### src/rtl/dram_port_arbiter.sv
// dram_port_arbiter: shares the one-port data RAM between CPU and host.
// Define DRAM_ARB_HOST_WPROT_EN to reject host writes at/above HOST_WPROT_BASE.
module dram_port_arbiter #(
  parameter int ADDR_W          = 8,
  parameter int DATA_W          = 16,
  parameter int STARVE_LIMIT    = 4,
  parameter int HOST_WPROT_BASE = 'hF0
) (
  input  logic              CLK,
  input  logic              RESET_N,
  input  logic              CPU_REQ,
  input  logic              CPU_WEN,
  input  logic [ADDR_W-1:0] CPU_ADDR,
  input  logic [DATA_W-1:0] CPU_WDATA,
  output logic              CPU_GNT,
  output logic              CPU_RVALID,
  output logic [DATA_W-1:0] CPU_RDATA,
  output logic              CPU_STALL,
  input  logic              HOST_REQ,
  input  logic              HOST_WEN,
  input  logic [ADDR_W-1:0] HOST_ADDR,
  input  logic [DATA_W-1:0] HOST_WDATA,
  output logic              HOST_GNT,
  output logic              HOST_RVALID,
  output logic [DATA_W-1:0] HOST_RDATA,
  output logic              HOST_ERR,
  output logic [ADDR_W-1:0] RAM_ADDR,
  output logic [DATA_W-1:0] RAM_IN,
  output logic              RAM_WEN,
  input  logic [DATA_W-1:0] RAM_OUT
);

  typedef enum logic [1:0] {
    IDLE     = 2'd0,
    CPU_ACC  = 2'd1,
    HOST_ACC = 2'd2
  } state_t;

  localparam logic [3:0] LIM =
    4'(STARVE_LIMIT);
  localparam logic [ADDR_W-1:0] WP_BASE =
    ADDR_W'(HOST_WPROT_BASE);

`ifdef DRAM_ARB_HOST_WPROT_EN
  localparam logic WP_EN = 1'b1;
`else
  localparam logic WP_EN = 1'b0;
`endif

  state_t              state_q, state_d;
  logic [3:0]          starve_q, starve_d;
  logic                host_win, cpu_win;
  logic                host_wp;
  logic [ADDR_W-1:0]   ram_addr_q, addr_d;
  logic [DATA_W-1:0]   ram_in_q, wdata_d;
  logic                ram_wen_q, wen_d;
  logic                cpu_gnt_q, host_gnt_q;
  logic                host_err_q;
  logic                cpu_rd_q, host_rd_q;
  logic                cpu_rv_q, host_rv_q;
  logic [DATA_W-1:0]   cpu_rdata_q;
  logic [DATA_W-1:0]   host_rdata_q;

  // Winner selection: host only preempts an
  // idle CPU or one that has starved it.
  always_comb begin
    host_win = HOST_REQ &
      (~CPU_REQ | (starve_q == LIM));
    cpu_win  = CPU_REQ & ~host_win;
    host_wp  = WP_EN & HOST_WEN &
      (HOST_ADDR >= WP_BASE);
  end

  // Next RAM command and FSM state from
  // the winner; idle keeps addr/data.
  always_comb begin
    state_d = IDLE;
    addr_d  = ram_addr_q;
    wdata_d = ram_in_q;
    wen_d   = 1'b0;
    unique case (1'b1)
      host_win: begin
        state_d = HOST_ACC;
        addr_d  = HOST_ADDR;
        wdata_d = HOST_WDATA;
        wen_d   = HOST_WEN & ~host_wp;
      end
      cpu_win: begin
        state_d = CPU_ACC;
        addr_d  = CPU_ADDR;
        wdata_d = CPU_WDATA;
        wen_d   = CPU_WEN;
      end
      default: ;
    endcase
  end

  // Count CPU wins while the host waits,
  // saturating at the starvation limit.
  always_comb begin
    starve_d = starve_q;
    if (host_win || !HOST_REQ)
      starve_d = 4'd0;
    else if (cpu_win && starve_q != LIM)
      starve_d = starve_q + 4'd1;
  end

  // Registered FSM, RAM command, grants and
  // the two-stage read-owner pipeline.
  always_ff @(posedge CLK or negedge RESET_N) begin
    if (!RESET_N) begin
      state_q      <= IDLE;
      starve_q     <= 4'd0;
      ram_addr_q   <= '0;
      ram_in_q     <= '0;
      ram_wen_q    <= 1'b0;
      cpu_gnt_q    <= 1'b0;
      host_gnt_q   <= 1'b0;
      host_err_q   <= 1'b0;
      cpu_rd_q     <= 1'b0;
      host_rd_q    <= 1'b0;
      cpu_rv_q     <= 1'b0;
      host_rv_q    <= 1'b0;
      cpu_rdata_q  <= '0;
      host_rdata_q <= '0;
    end else begin
      state_q    <= state_d;
      starve_q   <= starve_d;
      ram_addr_q <= addr_d;
      ram_in_q   <= wdata_d;
      ram_wen_q  <= wen_d;
      cpu_gnt_q  <= cpu_win;
      host_gnt_q <= host_win;
      host_err_q <= host_win & host_wp;
      cpu_rd_q   <= cpu_win & ~CPU_WEN;
      host_rd_q  <= host_win & ~HOST_WEN;
      cpu_rv_q   <= cpu_rd_q;
      host_rv_q  <= host_rd_q;
      if (cpu_rv_q)
        cpu_rdata_q <= RAM_OUT;
      if (host_rv_q)
        host_rdata_q <= RAM_OUT;
    end
  end

  assign CPU_GNT     = cpu_gnt_q;
  assign HOST_GNT    = host_gnt_q;
  assign HOST_ERR    = host_err_q;
  assign RAM_ADDR    = ram_addr_q;
  assign RAM_IN      = ram_in_q;
  assign RAM_WEN     = ram_wen_q;
  assign CPU_RVALID  = cpu_rv_q;
  assign HOST_RVALID = host_rv_q;
  assign CPU_RDATA   =
    cpu_rv_q ? RAM_OUT : cpu_rdata_q;
  assign HOST_RDATA  =
    host_rv_q ? RAM_OUT : host_rdata_q;
  assign CPU_STALL   = RESET_N & CPU_REQ &
    (~cpu_win | (state_q == HOST_ACC));

endmodule
### config.mk
export PLATFORM = sky130hd
export DESIGN_NAME = dram_port_arbiter
export DESIGN_NICKNAME = d
export VERILOG_FILES = /design/src/rtl/dram_port_arbiter.sv
export SDC_FILE = /design/constraint.sdc
export NUM_CORES = 1
export LEC_CHECK = 0
export BUFFER_PORTS_ARGS = -buffer_cell sky130_fd_sc_hd__buf_4
export CORE_ASPECT_RATIO = 0.7
export CORE_UTILIZATION = 40
export CTS_CLUSTER_DIAMETER = 150
export DETAILED_ROUTE_END_ITERATION = 12
export GPL_TIMING_DRIVEN = 0
export HOLD_SLACK_MARGIN = 0.03
export MAX_ROUTING_LAYER = met4
export PLACE_DENSITY = 0.72
export SLEW_MARGIN = 20
export SYNTH_ARGS = -nofsm -noshare
export SYNTH_HDL_FRONTEND = slang
export SYNTH_SLANG_ARGS = --single-unit
### constraint.sdc
create_clock -name CLK -period 1.7 [get_ports CLK]
set_clock_uncertainty 0.1 [all_clocks]
set_input_delay 0.34 -clock CLK [delete_from_list [all_inputs] [get_ports CLK]]
set_output_delay 0.34 -clock CLK [all_outputs]
set_load 0.01 [all_outputs]
==> results.sh <==
export IMPL_synth_seq_cells=67
export IMPL_cp_max_fo=5
export IMPL_crit_slowest_cell="dfrtp_1"
export IMPL_pre_cts_slack_ps=-165
export IMPL_cp_num_buf_inv=3
export IMPL_finalSetupViolations=33
export IMPL_num_rows=24
export IMPL_synthTopCellsByArea="dfrtp_1 (62%), mux2_2 (13%), a221o_1 (7.4%), and2_1 (5.6%), a221o_2 (1.7%)"
export IMPL_setup_ws_ps=-223
export IMPL_post_route_period_util=1.13
export IMPL_h_tree_depth=3
export IMPL_power_leakage_nw=2.33
export IMPL_yosys_area_top_type="dfrtp_1"
export IMPL_place_gp_congestion=0.783
export IMPL_crit_path_cell_trace="buf_8 -> clkbuf_16 -> mux2_4 -> buf_6"
export IMPL_crit_path_start="CPU_RVALID"
export IMPL_ys_types=28
export IMPL_rsz0062_at_grt="yes"
export IMPL_insertion_delay_ps=340
export IMPL_power_total_mw=4.74
export IMPL_switchingPower_mw=1.16
export IMPL_clockPowerShare=0.345
export IMPL_first_iter_violations=63
export IMPL_numCtsBuffers=9
export IMPL_cts_tree="done"
export IMPL_cts_sinks=67
export IMPL_hpwlAfterDp_um=4650
export IMPL_initial_utilization=0.423
export IMPL_clock_path_buffers=2
export IMPL_syn_to_final_growth_pct=73.1
export IMPL_grt_ovfl_total=0
export IMPL_fillers=419
export IMPL_fmax_mhz=520
export IMPL_drt_wl_total_um=7660
export IMPL_violations="hold timing, setup timing"
export IMPL_syn_num_nets=256
export IMPL_hold_viol=67
export IMPL_cts_root_buf="clkbuf_8"
export IMPL_p_comb_frac=0.263
export IMPL_syn_inst=184
export IMPL_sw_frac_of_total=0.244
export IMPL_grt_pass1_vias=2225
export IMPL_p_seq_frac=0.392
export IMPL_yosysWarningCount=0
export IMPL_drive_above_1_share=0.649
export IMPL_avgRoutedWirePerCell_um=16.9
export IMPL_syn_area_mm2=0.00269
export IMPL_r2r_start="starve_q[0]"
export IMPL_post_synth_top_count_cell="dfrtp_1"
export IMPL_avgSynthCellArea_um2=14.6
export IMPL_portBuffers=131
export IMPL_cap_violations=0
export IMPL_crit_path_end_kind="output pin"
export IMPL_drt_first_pass_iters=4
export IMPL_final_nets=429
export IMPL_synth_edf_count=0
export IMPL_hold_class="in2async"
export IMPL_ant_nets=0
export IMPL_clkTransAtPathRegs_ps=70
export IMPL_path_class="reg2out"
export IMPL_layout_min_cycle_time_ps=1920
export IMPL_slew_headroom=0.594
export IMPL_antenna_found_initial=0
export IMPL_path_delay_family="buffers and inverters"
export IMPL_holdWs_ps=-115
export IMPL_cellPowerDensity_mw_per_mm2=1020
export IMPL_grt_usage=0.212
export IMPL_finalMaxSlewViolations=0
export IMPL_grt_pass1_wl_um=11000
export IMPL_cp_arrival_ps=1480
export IMPL_outcome="finished, violations left"
export IMPL_irDropWorstVdd_mv=0.523
export IMPL_die_h_um=70.6
export IMPL_cpPeakStageDelay_ps=400
export IMPL_synthTopCellsByCount="dfrtp_1 (67), mux2_2 (32), and2_1 (24)"
export IMPL_die_x_um=100
export IMPL_yosysSeqAreaShare=0.623
export IMPL_yosys_area_top_type_share=0.623
export IMPL_grt_max_degree=69
export IMPL_boundaryPins=133
export IMPL_required_ps=1260
export IMPL_synthArstFlopShare=1.00
export IMPL_n_antenna_cell=0
export IMPL_via_per_inst=4.96
export IMPL_worst_pin_slew_ps=609
export IMPL_synth_flop_cell="dfrtp_1"
export IMPL_drc=0
export IMPL_start_kind="register"
export IMPL_internal_power_mw=3.58
export IMPL_design_die_area_mm2=0.00707
export IMPL_coreArea_mm2=0.00637
export IMPL_vias=2247
[metal layers]
layer / track usage / up-vias / wire, µm
met5: - / - / 0
met4: 0.0580 / 0 / 133
met3: 0.0741 / 14 / 567
met2: 0.335 / 108 / 3710
met1: 0.259 / 1110 / 3240
li1: - / 1015 / -
[final timing paths]
check	slack, ps	cells past startpoint	endpoint
worst max-delay path	-220	4	CPU_RDATA[9]
worst min-delay path	-110	1	host_rdata_q[10]
worst max register to register	40	7	RAM_IN[3]
worst min register to register	250	0	HOST_RVALID
max in group asynchronous	1180	1	RAM_IN[9]
min in group CLK	50	2	cpu_rd_q
[flip-flops by register name, indices dropped and copies added (netlist names)]
signal	cells
state_q	1
cpu_rdata_q	16
host_rdata_q	16
RAM_ADDR	8
starve_q	4
RAM_WEN	1
HOST_GNT	1
HOST_RVALID	1
host_rd_q	1
cpu_rd_q	1
CPU_RVALID	1
RAM_IN	16
[kinds of logic after synthesis]
| family | share of synthesized area |
|---|---|
| other | 0.00139 |
| AO/OA/AOI/OAI | 0.102 |
| XOR/XNOR | 0.00651 |
| multiplexers | 0.134 |
| flip-flops | 0.623 |
| buffers and inverters | 0.0353 |
| AND/OR/NAND/NOR | 0.0883 |
| adder cells (fa/ha/maj) | 0.00930 |
[layout make-up]
cell class	instances	area, µm²	share of cell area
sequential	67	1680	0.360
multi-input combinational	104	1090	0.234
clock buffer	10	138	0.0295
tap	91	114	0.0244
inverter	3	11.3	0.00242
timing repair buffer	161	1390	0.298
clock inverter	6	113	0.0242
buffer	11	128	0.0274
[timing repair]
action / 4_1_cts / 5_1_grt
cloned: 1 / 5
resized for setup: 57 / 38
endpoints found under the hold margin: 67 / 67
pin swaps: 3 / 3
setup buffers: 12 / 14
setup endpoints to repair: 51 / 51
[through the flow]
| stage | cells | utilization | area [µm²] | setup TNS (ps) |
|---|---|---|---|---|
| final | 453 | 0.732 | 4660 | -6430 |
| after detailed placement | 406 | 0.596 | 3790 | -3920 |
| after CTS | 435 | 0.689 | 4380 | -7120 |
| after global routing | 453 | 0.732 | 4660 | -7910 |
| after floorplan | 184 | - | 2690 | 0 |
| after global placement | 406 | 0.596 | 3790 | -3680 |
[worst register-to-register path, delay by kind of cell (launching register included)]
family	cells	cell delay [ps]
adders and majority gates	1	160
buffers and inverters	3	330
and+or+nand+nor	1	110
DFF	1	370
AOI/OAI and AO/OA	2	460
[cell usage in the layout, fill, tap and decap left out, drive strengths merged]
master,synthesis,final
o21ai,1,2
nor2,1,1
a22o,1,1
buf,8,169
mux2,32,32
xor2,1,1
ha,2,2
nand4b,1,1
o21a,1,1
and3,4,4
nand2,2,2
and2,25,26
a21oi,1,1
nand3,1,1
inv,3,3
nand2b,1,1
conb,1,1
nor3,1,1
a221o,24,24
bufinv,0,3
dfrtp,67,67
nor2b,1,1
xnor2,1,1
clkinv,0,3
clkbuf,4,13
[power groups by stage]
| stage | registers [mW] | logic, mW | clock network, mW |
|---|---|---|---|
| 6_report | 1.86 | 1.25 | 1.63 |
| 5_1_grt | 1.88 | 1.32 | 1.75 |
| 4_1_cts | 1.86 | 1.09 | 1.67 |
| 3_5_place_dp | 1.88 | 0.899 | 0 |
| 3_3_place_gp | 1.87 | 0.881 | 0 |
| 2_1_floorplan | 1.89 | 0.361 | 0 |
No activity file was read; power rests on OpenSTA's default activity.
